==> config.mk <==
export PLATFORM = sky130hd
export DESIGN_NAME = key_entry_fsm
export DESIGN_NICKNAME = d
export VERILOG_FILES = /design/src/rtl/alarm_pkg.sv /design/src/rtl/key_debounce.sv /design/src/rtl/key_entry_fsm.sv
export SDC_FILE = /design/constraint.sdc
export NUM_CORES = 1
export LEC_CHECK = 0
export CAP_MARGIN = 20
export CORE_MARGIN = 8
export CORE_UTILIZATION = 51
export DETAILED_ROUTE_END_ITERATION = 10
export GPL_ROUTABILITY_DRIVEN = 0
export PLACE_DENSITY_LB_ADDON = 0.2
export SYNTH_ARGS = -nofsm -noshare
export SYNTH_HDL_FRONTEND = slang
export SYNTH_SLANG_ARGS = --single-unit
export TNS_END_PERCENT = 20
==> constraint.sdc <==
create_clock -name clock -period 1.9 [get_ports clock]
set_input_delay 0.19 -clock clock [delete_from_list [all_inputs] [get_ports clock]]
set_output_delay 0.19 -clock clock [all_outputs]
set_load 0.01 [all_outputs]
==> src/rtl/alarm_pkg.sv <==
// Shared types and constants for the alarm-clock key entry path.
// The package holds the key codes, the digit range and the entry FSM states.
package alarm_pkg;

    localparam logic [3:0] NOKEY     = 4'hA;
    localparam logic [3:0] DIGIT_MAX = 4'd9;

    typedef enum logic [2:0] {
        SHOW_TIME,
        KEY_STORED,
        KEY_WAITED,
        KEY_ENTRY,
        SHOW_ALARM,
        SET_ALARM,
        SET_TIME
    } state_t;

    function automatic logic is_digit(input logic [3:0] code);
        return code <= DIGIT_MAX;
    endfunction

    // Codes above 9 that are not the no-key code are folded into it.
    function automatic logic [3:0] map_key(input logic [3:0] code, input logic [3:0] nokey);
        return (is_digit(code) || code == nokey) ? code : nokey;
    endfunction

endpackage

==> src/rtl/key_debounce.sv <==
// Keypad debouncer: a code must hold for DEBOUNCE_CYC identical samples before
// it reaches key_out; new_digit flags a stable NOKEY-to-digit transition.
module key_debounce #(
    parameter int         DEBOUNCE_CYC = 4,
    parameter logic [3:0] NOKEY        = 4'hA
) (
    input  logic       clock,
    input  logic       reset,
    input  logic [3:0] key,
    output logic [3:0] key_out,
    output logic       new_digit
);
    import alarm_pkg::*;

    localparam int CW = $clog2(DEBOUNCE_CYC + 1);

    logic [3:0]    mapped;
    logic [3:0]    sample;
    logic [CW-1:0] count;
    logic          stable_now;

    assign mapped = map_key(key, NOKEY);

    // Fires once per stable run: on the sample that completes the required run.
    assign stable_now = (mapped == sample) && (count == CW'(DEBOUNCE_CYC - 1));

    // NOTE: state updates use non-blocking assignments so every register samples
    // the pre-edge values; blocking here would chain sample -> count in one edge.
    always_ff @(posedge clock or posedge reset) begin
        if (reset) begin
            sample    <= NOKEY;
            count     <= '0;
            key_out   <= NOKEY;
            new_digit <= 1'b0;
        end else begin
            new_digit <= 1'b0;
            sample    <= mapped;
            if (mapped != sample)
                count <= '0;
            else if (count != CW'(DEBOUNCE_CYC))
                count <= count + 1'b1;
            if (stable_now) begin
                key_out   <= sample;
                new_digit <= (key_out == NOKEY) && is_digit(sample);
            end
        end
    end

endmodule

==> src/rtl/key_entry_fsm.sv <==
// Key entry sequencer: debounced digit capture, commit to alarm or time,
// and abandonment of an idle entry session after TIMEOUT_S seconds.
module key_entry_fsm #(
    parameter int         DEBOUNCE_CYC = 4,
    parameter int         TIMEOUT_S    = 10,
    parameter logic [3:0] NOKEY        = 4'hA
) (
    input  logic       clock,
    input  logic       reset,
    input  logic       one_second,
    input  logic [3:0] key,
    input  logic       alarm_button,
    input  logic       time_button,
    output logic [3:0] key_out,
    output logic       shift,
    output logic       show_new_time,
    output logic       show_alarm,
    output logic       load_new_alarm,
    output logic       load_new_time
);
    import alarm_pkg::*;

    localparam int TW = $clog2(TIMEOUT_S + 1);

    state_t        state;
    state_t        state_next;
    logic [TW-1:0] idle_count;
    logic          timeout;
    logic          new_digit;
    logic          key_released;
    logic          in_session;

    key_debounce #(
        .DEBOUNCE_CYC(DEBOUNCE_CYC),
        .NOKEY       (NOKEY)
    ) u_debounce (
        .clock    (clock),
        .reset    (reset),
        .key      (key),
        .key_out  (key_out),
        .new_digit(new_digit)
    );

    assign key_released = (key_out == NOKEY);
    assign timeout      = (idle_count == TW'(TIMEOUT_S));
    assign in_session   = (state == KEY_WAITED) || (state == KEY_ENTRY);

    always_ff @(posedge clock or posedge reset) begin
        if (reset) begin
            state      <= SHOW_TIME;
            idle_count <= '0;
        end else begin
            state <= state_next;
            if (!in_session)
                idle_count <= '0;
            else if (one_second && !timeout)
                idle_count <= idle_count + 1'b1;
        end
    end

    // NOTE: state_next gets its default before the case so every path assigns it
    // and no latch is inferred.
    always_comb begin
        state_next = state;
        case (state)
            SHOW_TIME: begin
                if (alarm_button)   state_next = SHOW_ALARM;
                else if (new_digit) state_next = KEY_STORED;
            end
            KEY_STORED: state_next = KEY_WAITED;
            KEY_WAITED: begin
                if (timeout)           state_next = SHOW_TIME;
                else if (key_released) state_next = KEY_ENTRY;
            end
            KEY_ENTRY: begin
                // Buttons outrank a digit arriving in the same cycle.
                if (alarm_button)      state_next = SET_ALARM;
                else if (time_button)  state_next = SET_TIME;
                else if (new_digit)    state_next = KEY_STORED;
                else if (timeout)      state_next = SHOW_TIME;
            end
            SHOW_ALARM: begin
                if (!alarm_button) state_next = SHOW_TIME;
            end
            SET_ALARM: state_next = SHOW_TIME;
            SET_TIME:  state_next = SHOW_TIME;
            default:   state_next = SHOW_TIME;
        endcase
    end

    assign shift          = (state == KEY_STORED);
    assign show_new_time  = (state == KEY_STORED) || in_session;
    assign show_alarm     = (state == SHOW_ALARM);
    assign load_new_alarm = (state == SET_ALARM);
    assign load_new_time  = (state == SET_TIME);

endmodule

Word level (Yosys, flattened, before mapping)
Cells that the tools add are included.
Cells by class
  div/mod/pow operators: 0
  multiplexer cells: 16
  reductions and logical operators: 10
  bitwise logic cells: 0
  $lt $le $gt $ge: 2
  eq/ne operators: 18
  shift-type cells: 0
  $mul: 0
  $add $sub $neg: 2
Operator list (number)
  $mux W3: 11
  $pmux W3 S5: 1
  $eq A4 B4 Y1 const B: 3
  $mux W4: 3
  $eq A3 B2 Y1 const B: 3
  $eq A3 B3 Y1 const B: 3
  $le A4 B4 Y1 const B: 2
  $ne A3 B3 Y1 const B: 2
  $ne A5 B4 Y1 const B: 1
  $add A4 B1 Y4 const B: 1
  $eq A4 B4 Y1: 1
  $ne A4 B4 Y1: 1
  $reduce_and A4 Y1: 1
  $add A3 B1 Y3 const B: 1
  $eq A3 B1 Y1 const B: 1
  $logic_and A1 B1 Y1: 3
  $logic_not A3 Y1: 1
  $logic_or A1 B1 Y1: 3
  $ne A3 B2 Y1 const B: 1
  $ne A2 B1 Y1 const B: 1
  $ne A2 B2 Y1 const B: 1
  $reduce_bool A2 Y1: 1
  $logic_not A1 Y1: 1
  $mux W1: 1
Word-level totals
  memory bits (read-only): 0
  memories: 0
  register bits: 19
  bits in writable memories: 0
  word-level logic and storage cells: 54
  latch bits: 0

Depth between registers and ports, before layout
  depth in word-level cells: 6
  depth in mapped cells: 6

Modules after synthesis
From an unflattened synthesis, not the netlist that was laid out.
Second synthesis, totals
  cells, all modules: 107
  area total of the unflattened synthesis: 1101.1 µm²
Modules (own cells, without submodules)
  key_debounce: cells each 50, instances 1, area each 579.3 µm², seq. area each 305.3 µm²
  key_entry_fsm: cells each 57, instances 1, area each 521.8 µm², seq. area each 175.2 µm²

Least setup slack after synthesis
OpenSTA, ideal clock, no wires.
  kind: register to register
  start: register u_debounce.sample[1]
  end: register u_debounce.key_out[0]
  data required time: 1775 ps
  stages on the path, launching flop included: 5
  library setup time: 125 ps
  path buffers: 0
  data arrival time: 1474 ps
  clock period less this slack: 1599 ps
  slack: 301 ps
  path through: dfstp_2 > or3_1 > a211oi_2 > o21a_4 > mux2_4
Between the ends
  cells in the longest elaborated chain, start to end: 2
RTL lines
  start: declaration: RTL line key_debounce.sv:18  | logic [3:0] sample;
  start signal: assignment: RTL line key_debounce.sv:37  | sample <= mapped;
  $eq A4 B4 Y1: RTL line key_debounce.sv:25  | assign stable_now = (mapped == sample) && (count == CW'(DEBOUNCE_CYC - 1));
  $logic_and A1 B1 Y1: RTL line key_debounce.sv:25
  end signal: assignment: RTL line key_debounce.sv:43  | key_out <= sample;
  end: declaration: RTL line key_debounce.sv:10  | output logic [3:0] key_out,
Every way passes these cells.
A chain may end at the register's enable or synchronous reset.

Worst setup path in the final report
  start: register state[2]
  end: output shift
Between the ends
  cells in the longest elaborated chain, start to end: 1
RTL lines
  start: declaration: RTL line key_entry_fsm.sv:25  | state_t state;
  start signal: assignment: RTL line key_entry_fsm.sv:53  | state <= state_next;
  $eq A3 B1 Y1: RTL line key_entry_fsm.sv:91  | assign shift = (state == KEY_STORED);
  end: declaration: RTL line key_entry_fsm.sv:15  | output logic shift,
Every way passes these cells.

==> out/metrics.yaml <==
outcome:
  status: "finished, final reports clean"
run:
  cap_violations: 0
clock_tree:
  clk_pin_slew_worst_paths_ns: 0.11
  cts_root_buffer: "clkbuf_4"
  htree_levels: 1
  clock-sinks: 19
  post-cts-setup-buffers: 0
  clk_latency_ns: 0.30
  clk_path_buf_depth: 2
  cts_tree: "built"
  cts_buffers: 3
  ctsHoldBuffers: 0
timing:
  worst_pin_slew_ns: 0.441
  slew_violations: 0
  setup-violations-final: 0
  rsz0062_at_grt: "true"
  skew_ns: 0.00175
  hold_violations: 0
  slew_headroom_pct: 70.2
  final.min_clock_period_ns: 1.81
  finalCritPeriodShare_pct: 95.4
  max_clock_freq_mhz: 551
detailed_routing:
  vias_per_cell: 5.35
  antenna_left: 0
  avgRoutedWirePerCell_um: 12.8
  drtIter0Drc: 14
  wirelength_mm: 1.99
  drc: 0
  drt-pass1-iter-count: 4
  vias: 834
setup_path:
  crit_fanout: 8
  cp.arrival_ns: 1.62
  start_kind: "flop"
  r2r_setup_slack_ns: 0.19
  endpoint_kind: "output port"
  crit_type: "flop to output port"
  cp.required_ns: 1.71
final_layout:
  antenna_cells: 0
  area_growth_pct: 26.7
  drive_above_1_share_pct: 20.2
  final_cells: 156
  fin_area_um2: 1350
  finish.net_count: 144
place:
  dp_hpwl_mm: 1.58
  io_buffers: 17
  place_area_um2: 1310
  dp_cells: 152
logic_synthesis:
  synth_ff_type: "dfrtp_1"
  synth.distinct_cells: 36
  async_flop_share_pct: 100
  ys_seq_area_share_pct: 45.2
  postSynthCellCount: 104
  ys_warn_count: 0
  synth.avg_cell_area_um2: 10.2
  synth_nets: 118
  ys_seq_elements: 19
  synth_area_um2: 1060
  synth_enable_flop_cells: 0
global_route:
  grt_pass1_wl_mm: 3.44
  use_met1_pct: 13.7
  use_met3_pct: 3.13
  gr-usage-all-layers_pct: 11.7
  grt_max_degree: 16
  busiest_layer: "met2"
  first_global_vias: 828
  grt_overflow: 0
  antenna_found_initial: 0
  grtUsageMet2_pct: 20.1
floorplanning:
  ios: 18
  die_h_um: 61.7
  die_area_um2: 3800
  start_util_pct: 54.2
  rows: 16
  fp.coreArea_um2: 1960
  die_w_um: 61.7
power:
  leakage_uw: 0.000583
  vdd_drop_max_v: 0.000403
  p_per_area_nw_per_um2: 531
worst_hold_path:
  hold_path.class: "primary input to asynchronous set/reset pin"
## layer usage
layer	part of all wire, %	up-vias
li1	-	409
met5	0	-
met4	0.50	0
met3	4.7	2
met1	43	408
met2	51	15
## logic make-up (layout without fill, tap and decap cells)
group	count (synthesis)	count (layout)	share of synthesized area, %
DFF	19	19	45.2
buffers and inverters	10	35	3.53
AOI/OAI and AO/OA	21	21	15.2
muxes	4	4	5.65
and+or+nand+nor	39	39	19.6
adders and majority gates	5	5	5.88
xor gates and xnor gates	6	6	4.94
## synthesized netlist by cell type (2+ instances only)
cell / n / area [µm²]
inv_1: 8 / 30.0
xnor2_1: 2 / 17.5
dfstp_2: 4 / 105
dfrtp_1: 15 / 375
nor2b_1: 6 / 37.5
a21o_1: 2 / 15.0
nand3b_1: 2 / 15.0
o22ai_1: 2 / 12.5
o21ai_0: 3 / 15.0
and2_1: 3 / 18.8
nand2_1: 7 / 26.3
a21oi_1: 4 / 20.0
clkbuf_1: 2 / 7.51
xor2_1: 4 / 35.0
nor2_1: 10 / 37.5
nand3_1: 3 / 15.0
ha_1: 5 / 62.6
mux2_4: 4 / 60.1
## cell usage in the layout, fill, tap and decap left out, types with 2 or more instances in the layout
cell,n
a21o_1,2
a21oi_1,4
and2_1,3
buf_4,6
clkbuf_4,3
clkdlybuf4s50_1,17
dfrtp_1,13
dfrtp_2,2
dfstp_2,4
ha_1,5
inv_1,8
mux2_4,4
nand2_1,7
nand3_1,3
nand3b_1,2
nor2_1,9
nor2b_1,5
o21ai_0,3
o22ai_1,2
xnor2_1,2
xor2_1,4
## worst max-delay path, stage by stage (launching register included)
cell,delay (ns)
dfrtp_1,0.49
nor2b_4,0.15
nor2b_1,0.14
clkdlybuf4s50_1,0.55
## registers in the layout (all words and copies together) (netlist names)
name                  flops
u_debounce.key_out        4
u_debounce.new_digit      1
u_debounce.count          3
idle_count                4
u_debounce.sample         4
state                     3
## where the power goes
part	total [µW]	internal, µW	switching [µW]
combinational	78.3	41.5	36.8
clock	213	80.0	133
sequential	425	414	11.0
## final cells by class
| type | count | area, µm² |
|---|---|---|
| fill | 161 | 614 |
| clock inverter | 1 | 7.51 |
| timing repair buffer | 23 | 215 |
| multi-input combinational | 75 | 556 |
| clock buffer | 3 | 22.5 |
| tap | 27 | 33.8 |
| sequential | 19 | 483 |
| inverter | 8 | 30.0 |
## through the flow
| stage | util (%) | setup TNS [ns] | setup WS [ns] | power (µW) | hold WS [ns] |
|---|---|---|---|---|---|
| CTS | 68.1 | 0 | 0.00997 | 723 | 0.0622 |
| global placement | 66.5 | -0.157 | -0.0601 | 509 | 0.397 |
| detailed placement | 66.5 | -0.419 | -0.123 | 511 | 0.395 |
| floorplan | - | 0 | 0.301 | 466 | 0.138 |
| finish | 68.7 | 0 | 0.0867 | 716 | 0.0669 |
| global route | 68.7 | -0.00437 | -0.00437 | 752 | 0.0927 |
## path summary, 6_finish.rpt
path	startpoint	to	cells past startpoint
worst min-delay path	reset	u_debounce.count[1]	2
max in group asynchronous	reset	u_debounce.sample[1]	3
worst max register to register	u_debounce.sample[1]	u_debounce.key_out[2]	4
worst max-delay path	state[2]	shift	3
min in group clock	alarm_button	state[2]	3
worst min register to register	idle_count[3]	idle_count[3]	2
## what timing repair did
item / CTS / global route
gates resized for setup: 1 / 4
endpoints found under the setup margin: 1 / 3
gates cloned: 0 / 0
(Power assumes the default switching activity.)
